--- config.mk ---
export PLATFORM = sky130hd
export DESIGN_NAME = fetch_queue
export DESIGN_NICKNAME = d
export VERILOG_FILES = /design/src/rtl/fetch_queue_pkg.sv /design/src/rtl/fetch_queue.sv
export SDC_FILE = /design/constraint.sdc
export NUM_CORES = 1
export LEC_CHECK = 0
export CORE_MARGIN = 5
export CORE_UTILIZATION = 60
export DETAILED_ROUTE_END_ITERATION = 10
export DONT_BUFFER_PORTS = 1
export GPL_ROUTABILITY_DRIVEN = 1
export PLACE_DENSITY = 0.76
export SLEW_MARGIN = 25
export SYNTH_ARGS = -nofsm -noshare
export SYNTH_HDL_FRONTEND = slang
export SYNTH_SLANG_ARGS = --single-unit
--- constraint.sdc ---
create_clock -name clk -period 3.2 [get_ports clk]
set_clock_uncertainty 0.05 [all_clocks]
set_input_delay 0.64 -clock clk [delete_from_list [all_inputs] [get_ports clk]]
set_output_delay 0.64 -clock clk [all_outputs]
set_load 0.03 [all_outputs]
--- src/rtl/fetch_queue_pkg.sv ---
// -----------------------------------------------------------------------------
// fetch_queue_pkg
//   Shared constants for the fetch queue: RV32 control-flow opcodes used by
//   the optional predecode and the canonical NOP (addi x0,x0,0) driven while
//   the queue is empty.
//   Contents:
//     OPC_BRANCH, OPC_JAL, OPC_JALR : 7-bit major opcodes (B-type, J-type, jalr)
//     FQ_NOP_INST                   : 32'h00000013
//     is_ctrl_opcode()              : 1 when an opcode redirects control flow
// -----------------------------------------------------------------------------
package fetch_queue_pkg;

    localparam logic [6:0]  OPC_BRANCH  = 7'b1100011;
    localparam logic [6:0]  OPC_JAL     = 7'b1101111;
    localparam logic [6:0]  OPC_JALR    = 7'b1100111;

    localparam logic [31:0] FQ_NOP_INST = 32'h00000013;

    function automatic logic is_ctrl_opcode(input logic [6:0] opc);
        return (opc == OPC_BRANCH) || (opc == OPC_JAL) || (opc == OPC_JALR);
    endfunction

endpackage

--- src/rtl/fetch_queue.sv ---
// -----------------------------------------------------------------------------
// fetch_queue
//   Circular instruction queue between fetch and decode. Valid/ready on both
//   sides decouples fetch from decode stalls; flush drops every queued entry
//   on a redirect. The head entry is presented combinationally; an entry
//   pushed into an empty queue is visible on the following cycle.
//
//   Optional feature (macro FETCHQ_PREDECODE_EN): each pushed instruction is
//   tagged with a control-flow bit (branch/jal/jalr) driven on out_is_ctrl.
//   Without the macro no tag is stored and out_is_ctrl is tied low.
//
//   Ports:
//     clk, rst            clock; asynchronous active-high reset
//     in_valid/in_ready   fetch handshake; in_pc/in_inst carried with it
//     out_valid/out_ready decode handshake; out_pc/out_inst/out_is_ctrl head
//     flush               synchronous discard of all entries (highest priority)
//     count               current occupancy, 0..DEPTH
// -----------------------------------------------------------------------------
module fetch_queue
    import fetch_queue_pkg::*;
#(
    parameter int              DEPTH    = 4,
    parameter int              XLEN     = 32,
    parameter logic [XLEN-1:0] NOP_INST = XLEN'(FQ_NOP_INST)
) (
    input  logic                      clk,
    input  logic                      rst,
    input  logic                      in_valid,
    output logic                      in_ready,
    input  logic [XLEN-1:0]           in_pc,
    input  logic [XLEN-1:0]           in_inst,
    output logic                      out_valid,
    input  logic                      out_ready,
    output logic [XLEN-1:0]           out_pc,
    output logic [XLEN-1:0]           out_inst,
    output logic                      out_is_ctrl,
    input  logic                      flush,
    output logic [$clog2(DEPTH):0]    count
);

    localparam int AW = $clog2(DEPTH);
    localparam int CW = AW + 1;

    if (DEPTH < 2 || (DEPTH & (DEPTH - 1)) != 0) begin : g_bad_depth
        $error("fetch_queue: DEPTH must be a power of two >= 2");
    end

    logic [XLEN-1:0] pc_mem   [DEPTH];
    logic [XLEN-1:0] inst_mem [DEPTH];
    logic [AW-1:0]   wr_ptr;
    logic [AW-1:0]   rd_ptr;
    logic            push;
    logic            pop;

    // Ready depends only on registered occupancy, never on out_ready.
    assign in_ready  = (count != CW'(DEPTH));
    assign out_valid = (count != '0);

    // Flush suppresses both handshakes, so the instruction offered alongside
    // it is dropped and nothing is popped.
    assign push = in_valid && in_ready && !flush;
    assign pop  = out_valid && out_ready && !flush;

    // Storage is data only and deliberately left out of reset.
    always_ff @(posedge clk) begin
        if (push) begin
            pc_mem[wr_ptr]   <= in_pc;
            inst_mem[wr_ptr] <= in_inst;
        end
    end

`ifdef FETCHQ_PREDECODE_EN
    logic ctrl_mem [DEPTH];

    always_ff @(posedge clk) begin
        if (push) begin
            ctrl_mem[wr_ptr] <= is_ctrl_opcode(in_inst[6:0]);
        end
    end

    assign out_is_ctrl = out_valid ? ctrl_mem[rd_ptr] : 1'b0;
`else
    assign out_is_ctrl = 1'b0;
`endif

    assign out_pc   = out_valid ? pc_mem[rd_ptr]   : '0;
    assign out_inst = out_valid ? inst_mem[rd_ptr] : NOP_INST;

    // Pointers wrap naturally because DEPTH is a power of two.
    always_ff @(posedge clk or posedge rst) begin
        if (rst) begin
            wr_ptr <= '0;
            rd_ptr <= '0;
            count  <= '0;
        end else if (flush) begin
            wr_ptr <= '0;
            rd_ptr <= '0;
            count  <= '0;
        end else begin
            if (push) wr_ptr <= wr_ptr + AW'(1);
            if (pop)  rd_ptr <= rd_ptr + AW'(1);
            case ({push, pop})
                2'b10:   count <= count + CW'(1);
                2'b01:   count <= count - CW'(1);
                default: count <= count;
            endcase
        end
    end

endmodule

Word-level counts from Yosys, hierarchy flattened
Memory sizes are Yosys's and may differ from the RTL's.
Index checks and enable logic that the tools add are counted.
- register bits after elaboration: 7
- bits in writable memories: 256
- input port bits: 69
- output and inout port bits: 70
- logic and storage cells: 31
- memories: 2
- add/sub/neg operators: 4
- equality and inequality tests: 3
- muxes and demuxes: 10
- reductions and logical operators: 9
- memory list (memory ; depth ; bits a word ; read ports ; clocked after memory_dff ; write ports ; line ; RTL):
    inst_mem ; 4 ; 32 ; 1 ; 0 ; 1 ; fetch_queue.sv:49 ; logic [XLEN-1:0] inst_mem [DEPTH];
    pc_mem ; 4 ; 32 ; 1 ; 0 ; 1 ; fetch_queue.sv:48 ; logic [XLEN-1:0] pc_mem [DEPTH];
- operators by type and width (cell ; count):
    32-bit 2-to-1 mux ; 2
    2-bit 2-to-1 mux ; 4
    3-bit case mux with 2 select lines ; 1
    3-bit nonzero test ; 2
    2-bit by 1-bit adder with 2-bit output, second input constant ; 2
    1-bit logical AND ; 4
    2-bit nonzero test ; 2
    3-bit by 1-bit adder with 3-bit output, second input constant ; 1
    3-bit 2-to-1 mux ; 1
    3-bit inequality test, second input constant ; 1
    3-bit by 1-bit subtractor with 3-bit output, second input constant ; 1
    2-bit by 1-bit equality test with 1-bit output, second input constant ; 1
    2-bit equality test, second input constant ; 1
    1-bit 2-to-1 mux ; 2
    1-bit zero test ; 1

Logic depth before layout (Yosys ltp)
Gate-level depths: netlist of run 1.
- depth after elaboration: 6
- mapped depth: 7
- gate-level depth less buffers: 6

Worst setup path before layout of run 1
OpenSTA, ideal clock, no wires.
- path type: in2reg
- start: input port in_valid
- end: memory inst_mem[2][0], enable pin
- setup time: 429 ps
- arrival time: 2801 ps
- required time: 2721 ps
- path slack: -80 ps
- cell stages on the path: 4
- buffers on the path: 1
- cells stage by stage: clkbuf_1 -> inv_1 -> nor3_1 -> and2_1
- word-level cells in the longest chain between the ends: 4
- RTL lines (element ; line ; RTL):
    from (decl) ; fetch_queue.sv:28 ; input logic in_valid,
    1-bit logical AND (2 in a row) ; fetch_queue.sv:61 ; assign push = in_valid && in_ready && !flush;
    1-bit 2-to-1 mux ; fetch_queue.sv:66 ; if (push) begin
    1-bit 2-to-1 mux (implied by the code) ; fetch_queue.sv:68 ; inst_mem[wr_ptr] <= in_inst;
    to (decl) ; fetch_queue.sv:49 ;
No other way between the ends.

Worst setup path after layout of run 1
- start: register count[2]
- end: output port out_inst[25]
- word-level cells in the longest chain between the ends: 2
- RTL lines (element ; line ; RTL):
    from (decl) ; fetch_queue.sv:38 ; output logic [$clog2(DEPTH):0] count
    from (signal assigned) ; fetch_queue.sv:103 ; 2'b10: count <= count + CW'(1);
    from (signal assigned) ; fetch_queue.sv:104 ; 2'b01: count <= count - CW'(1);
    from (signal assigned) ; fetch_queue.sv:105 ; default: count <= count;
    3-bit nonzero test ; fetch_queue.sv:57 ; assign out_valid = (count != '0);
    named net out_valid ; fetch_queue.sv:32 ; output logic out_valid,
    32-bit 2-to-1 mux ; fetch_queue.sv:87 ; assign out_inst = out_valid ? inst_mem[rd_ptr] : NOP_INST;
    to (decl) ; fetch_queue.sv:35 ; output logic [XLEN-1:0] out_inst,
The timed path passes the listed nets, and every way through them passes these cells.

==> reports/results.ini, run 1 <==
[yosys]
synth_nets=547
synth_mux_area_share_pct=14.2
yosysWarningCount=0
synth_ff_type=edfxtp_1
synth_edf_count=256
synth_top_cell_by_area=edfxtp_1
synth_adder_area_share_pct=0.686
ys_seq_elements=263
synth_cell_types=35
syn_avg_cell_area_um2=21.6
synth_compound_area_share_pct=0.943
syn_area_mm2=0.0102
synthTopCellsByArea=edfxtp_1, mux4_2, and2_1, dfrtp_1, buf_6
synthCells=473
ys_top_cells_by_count=edfxtp_1, and2_1, mux4_2
synth-xor-area-share_pct=0.257
synth_top_area_share_pct=75.2
yosysSeqAreaShare_pct=77.0
synthSimpleGateAreaFrac_pct=5.09
synth_top_family_by_area=multiplexers
yosysMostFrequentCell=edfxtp_1
synthArstFlopShare_pct=2.66

[final_layout]
nets=569
seq_area_mm2=0.00787
final_cell_count_no_fill=732
multi_input_area_mm2=0.00218
syn2layout_area_growth_pct=12.3
final_area_mm2=0.0115
antenna_cells=0
n_fill_cell=1027
drive_gt1_share_pct=25.2

[clock_tree]
holdBufCountCts=1
clkLatencyLatePin_ns=0.51
cts.repair.resized=0
postCtsSetupRepairBufs=0
numCtsBuffers=26
clk_pin_slew_ns=0.06
clk_path_buf_depth=3
cts_tree=done
root_buffer=clkbuf_16
cts.htree.levels=1
cts_sinks=263

[sta]
period_share_pct=94.7
finalSetupViolations=0
rsz0062_at_grt=no
fmax_mhz=330
slew_violations=0
hold_viol=0
relSlewSlack_pct=64.0
worstMarginPinSlew_ns=0.539
finalCriticalPeriod_ns=3.03
fin_tns_setup_ns=0
whs_ns=0.136

[outcome]
run_status=finished clean

[grt]
grt_usage_pct=18.4
grt_max_degree=37
grt_pass1_vias=4868
grt_pass1_wl_mm=28.0
grt_overflow=0
antenna_found_initial=0

[die]
start_util_pct=61.4
dieArea_mm2=0.0197
core.rowCount=47
core_mm2=0.0166
io_pins=139
die_y_um=140
die_w_um=140

[critical_path]
cp_cell_sequence=nor3_1 > buf_4 > inv_2 > buf_4 > and2_1
arrival_ns=2.34
worst-path-buf-inv=3
cpMostUsedCell=buf_4
cp-end-kind=output pin
r2r_cells=4
timing.rr.start=count[2]
rr_endpoint=inst_mem[1][16]
slowest_delay_ns=0.67
critPathKind=flop to output pin
start_kind=flop
cp.required_ns=2.51
rrSetupSlack_ns=0.78
crit_family=buffers and inverters
timing.critical_path.fanout_max=18
cp_slowest_cell=dfrtp_1

[hold_path]
hold_depth=1
worstHoldEndpoint=wr_ptr[0]
hold_start=flush
min_path_type=input port to flop

[detailed_routing]
drt_first_iter_violations=254
ant_nets=0
first_pass_iters=4
vias=4472
drt-total-wl_mm=18.0
via_per_inst=6.11
wl_per_cell_um=24.6
drc=0

[power_and_ir_drop]
power.total_w=0.00783
switching_share_pct=22.1
p_seq_share_pct=50.0
clock_power_share_pct=39.3
leakage_nw=3.63
power_density_mw_per_mm2=683
switching_power_w=0.00173
comb_power_share_pct=10.7
peakVddDrop_mv=0.468
p_int_w=0.00610

[job]
maxCapViolations=0

[placement]
port_buffers=0
placedCellCount=686
place_area_mm2=0.0106
dp_hpwl_mm=11.1
place_congestion=0.751

-- cells in the final DEF, fill, tap and decap left out, types with 4 or more instances in the layout --
| cell type | instances |
|---|---|
| clkbuf_16 | 27 |
| and2_1 | 61 |
| ha_1 | 4 |
| and2_4 | 4 |
| nor2_1 | 5 |
| bufinv_16 | 5 |
| nand3_1 | 4 |
| edfxtp_1 | 256 |
| buf_12 | 6 |
| inv_1 | 7 |
| clkbuf_1 | 4 |
| buf_4 | 14 |
| mux4_2 | 64 |
| dfrtp_1 | 5 |
| clkinv_1 | 5 |
-- through the flow --
step | util (%) | setup WS, ns
5_1_grt | 68.9 | 0.0231
2_1_floorplan | - | 0.612
3_5_place_dp | 63.6 | 0.700
3_3_place_gp | 63.6 | 0.710
6_report | 68.9 | 0.169
4_1_cts | 68.9 | 0.143
-- layout make-up --
type	count	area share (%)
Clock inverter	14	1.67
Sequential cell	263	68.6
Multi-Input combinational cell	175	19.0
Clock buffer	31	6.02
Tap cell	220	2.40
Inverter	8	0.262
Timing Repair Buffer	21	2.05
-- worst max-delay path by stage --
stage,start,endpoint,cells after the start
final,count[2],out_inst[25],5
after global routing,count[2],out_inst[13],5
after floorplan,in_valid,inst_mem[0][0],4
after global placement,rd_ptr[0],out_inst[1],3
after detailed placement,count[2],out_inst[25],5
after CTS,count[2],out_inst[25],5
-- routing by layer --
layer / part of all wire (%) / GRT usage [%]
met5: 0 / 0
met4: 1.8 / 3.77
met3: 8.5 / 6.37
met2: 51 / 30.4
met1: 39 / 24.3
-- registers in the layout (all words and copies together), names as in the netlist --
name / count
wr_ptr: 2
rd_ptr: 2
inst_mem: 128
pc_mem: 128
count: 3
-- power groups by stage --
stage,Combinational [W],Sequential (W),Clock (W)
after global routing,0.000898,0.00392,0.00331
after CTS,0.000857,0.00391,0.00315
final,0.000840,0.00391,0.00308
after floorplan,0.000707,0.00398,0
after detailed placement,0.000852,0.00399,0
after global placement,0.000841,0.00398,0
-- kinds of logic after synthesis --
group | count (synthesis)
buffers and inverters | 35
multiplexers | 65
flip-flops | 263
adder cells (fa/ha/maj) | 5
AND/OR/NAND/NOR | 87
XOR/XNOR | 3
other | 1
AO/OA/AOI/OAI | 14
No activity file was read; power rests on OpenSTA's default activity.
==> run 2: changes to the inputs <==
CELL_PAD_IN_SITES_DETAIL_PLACEMENT = 0   (was default)
CELL_PAD_IN_SITES_GLOBAL_PLACEMENT = 1   (was default)
CORE_UTILIZATION = 55   (was 60)
PLACE_DENSITY = default   (was 0.76)
PLACE_DENSITY_LB_ADDON = 0.1   (was default)
==> run 2 against run 1 <==
Effect of this change: final area down 0.71%; sequential share of layout area up 0.50 points; first-iteration DRC count down 28%; sequential cell count unchanged; clock power down 11%; combinational power down 3.5%; die area up 8.4%; global-route usage down 1.6 points; non-clock buffer count down 3; count of clock-buffer cells in the layout up 2; largest power group unchanged.
==> reports/results.ini, run 2 (synthesis gave the netlist of run 1 again) <==
[sta]
hold_viol=0  ; unchanged
fin_tns_setup_ns=0  ; unchanged
fmax_mhz=332  ; +0.69%
slew_violations=0  ; unchanged
rsz0062_at_grt=no
relSlewSlack_pct=62.3  ; -1.7 points
layout_setup_ws_ns=0.189  ; +0.0207 ns
finalSetupViolations=0  ; unchanged
whs_ns=0.133  ; -0.00302 ns
finalCriticalPeriod_ns=3.01  ; -0.0207 ns
worstMarginPinSlew_ns=0.565  ; +0.0260 ns
period_share_pct=94.1  ; -0.65 points

[placement]
post-place-ws_ns=0.363  ; -0.338 ns
place_congestion=0.735  ; -2.1%
dp_hpwl_mm=10.8  ; -2.8%
port_buffers=0  ; unchanged
placedCellCount=692  ; +0.87%

[detailed_routing]
vias=4325  ; -3.3%
wl_per_cell_um=24.0  ; -2.5%
first_pass_iters=4  ; unchanged
ant_nets=0  ; unchanged
drt_first_iter_violations=182  ; -28%
drt-total-wl_mm=17.7  ; -1.7%
drc=0  ; unchanged
via_per_inst=5.86  ; -4.1%

[power_and_ir_drop]
p_seq_share_pct=52.5  ; +2.5 points
power.total_w=0.00750  ; -4.2%
power_density_mw_per_mm2=658  ; -3.6%
switching_share_pct=22.9  ; +0.79 points
peakVddDrop_mv=0.424  ; -9.5%
p_int_w=0.00578  ; -5.2%
switching_power_w=0.00172  ; -0.84%
clock_power_share_pct=36.7  ; -2.6 points
leakage_nw=3.57  ; -1.5%
comb_power_share_pct=10.8  ; about the same

[die]
dieArea_mm2=0.0214  ; +8.4%
die_w_um=146  ; +4.1%
io_pins=139  ; unchanged
core.rowCount=49  ; +4.3%
core_mm2=0.0181  ; +9.0%
die_y_um=146  ; +4.1%
start_util_pct=56.3  ; -5.1 points

[critical_path]
rr_endpoint=pc_mem[1][8]
endpoint=out_inst[3]
r2r_cells=4  ; unchanged
timing.rr.start=count[2]
critPathKind=flop to output pin
start_kind=flop
cp-end-kind=output pin
timing.critical_path.fanout_max=19  ; +1
arrival_ns=2.32  ; -0.02 ns
cp.required_ns=2.51  ; about the same
rrSetupSlack_ns=0.71  ; -0.07 ns
critPathLaunch=rd_ptr[0]

[grt]
grt_pass1_wl_mm=27.7  ; -1.2%
grt_usage_pct=16.8  ; -1.6 points
grt_pass1_vias=4803  ; -1.3%
grt_overflow=0  ; unchanged
antenna_found_initial=0  ; unchanged
grt_max_degree=42  ; +14%

[clock_tree]
clk_path_buf_depth=3  ; unchanged
clkLatencyLatePin_ns=0.51  ; about the same
postCtsSetupRepairBufs=0  ; unchanged
cts_tree=done
clk_pin_slew_ns=0.06  ; about the same
cts_sinks=263  ; unchanged
numCtsBuffers=26  ; unchanged
root_buffer=clkbuf_16
cts.htree.levels=1  ; unchanged

[final_layout]
reg_top3=inst_mem: 128 flops, pc_mem: 128 flops, count: 3 flops
nets=566  ; -0.53%
antenna_cells=0  ; unchanged
final_cell_count_no_fill=738  ; +0.82%
final_common_cell=edfxtp_1
syn2layout_area_growth_pct=11.5
mostFrequentLayoutCells=edfxtp_1, mux4_2, and2_1
drive_gt1_share_pct=24.4  ; -0.83 points

[hold_path]
hold_depth=1  ; unchanged
min_path_type=input port to flop

[outcome]
run_status=finished clean

[job]
maxCapViolations=0  ; unchanged

run 2: cell count changes in the layout (fill, tap and decap cells not counted):
cell	before	now
buf_12	6	8
buf_4	14	9
bufinv_16	5	1
clkbuf_1	4	6
clkinv_1	5	7
clkinv_2	3	4
clkinvlp_4	1	0
dfrtp_1	5	4
dfrtp_2	0	1
nor3_1	3	2
nor3_4	0	1
run 2: worst min-delay path by stage:
stage | startpoint | endpoint | slack (ns)
3_3_place_gp | rst | rd_ptr[0] | 0.43
5_1_grt | flush | wr_ptr[0] | 0.11
4_1_cts | flush | rd_ptr[0] | 0.11
3_5_place_dp | rst | count[2] | 0.43
6_report | flush | wr_ptr[0] | 0.13
2_1_floorplan | rst | count[0] | 0.39
run 2: final cells by class:
| type | count | area (um2) |
|---|---|---|
| clock buffers | 33 | 698 |
| multi-input cells | 175 | 2190 |
| repair buffers | 18 | 238 |
| inverters | 8 | 30.0 |
| well taps | 229 | 287 |
| clock inverters | 12 | 76.3 |
| flip-flops and latches | 263 | 7870 |
| fillers | 1246 | 6760 |
run 2: layer usage:
layer  part of all wire [%]  track usage, %  up-vias
met3                    8.0            5.70       21
met2                     52            29.2      111
met1                     39            20.4     2256
met4                    1.5            4.19        0
li1                       -               -     1937
met5                      0               0        -
run 2: worst max-delay path, cell delays in order (launching register included):
cell     delay [ns]
dfrtp_4        0.69
buf_4          0.29
mux4_2         0.54
and2_1         0.28
run 2: power groups by stage:
stage	clock network, W	logic (W)	registers (W)
global placement	0	0.000824	0.00401
CTS	0.00282	0.000834	0.00394
detailed placement	0	0.000830	0.00401
floorplan	0	0.000707	0.00398
finish	0.00275	0.000811	0.00394
global route	0.00300	0.000871	0.00395
run 2: metrics by stage:
step	cell area [um2]	util, %
3_3_place_gp	10600	58.4
2_1_floorplan	10200	-
3_5_place_dp	10600	58.4
4_1_cts	11400	62.7
6_report	11400	62.8
5_1_grt	11400	62.8
run 2: timing repair:
action	CTS	global route
endpoints found under the hold margin	7	0
hold buffers	1	0
endpoints found under the setup margin	40	40
resized for setup	1	2
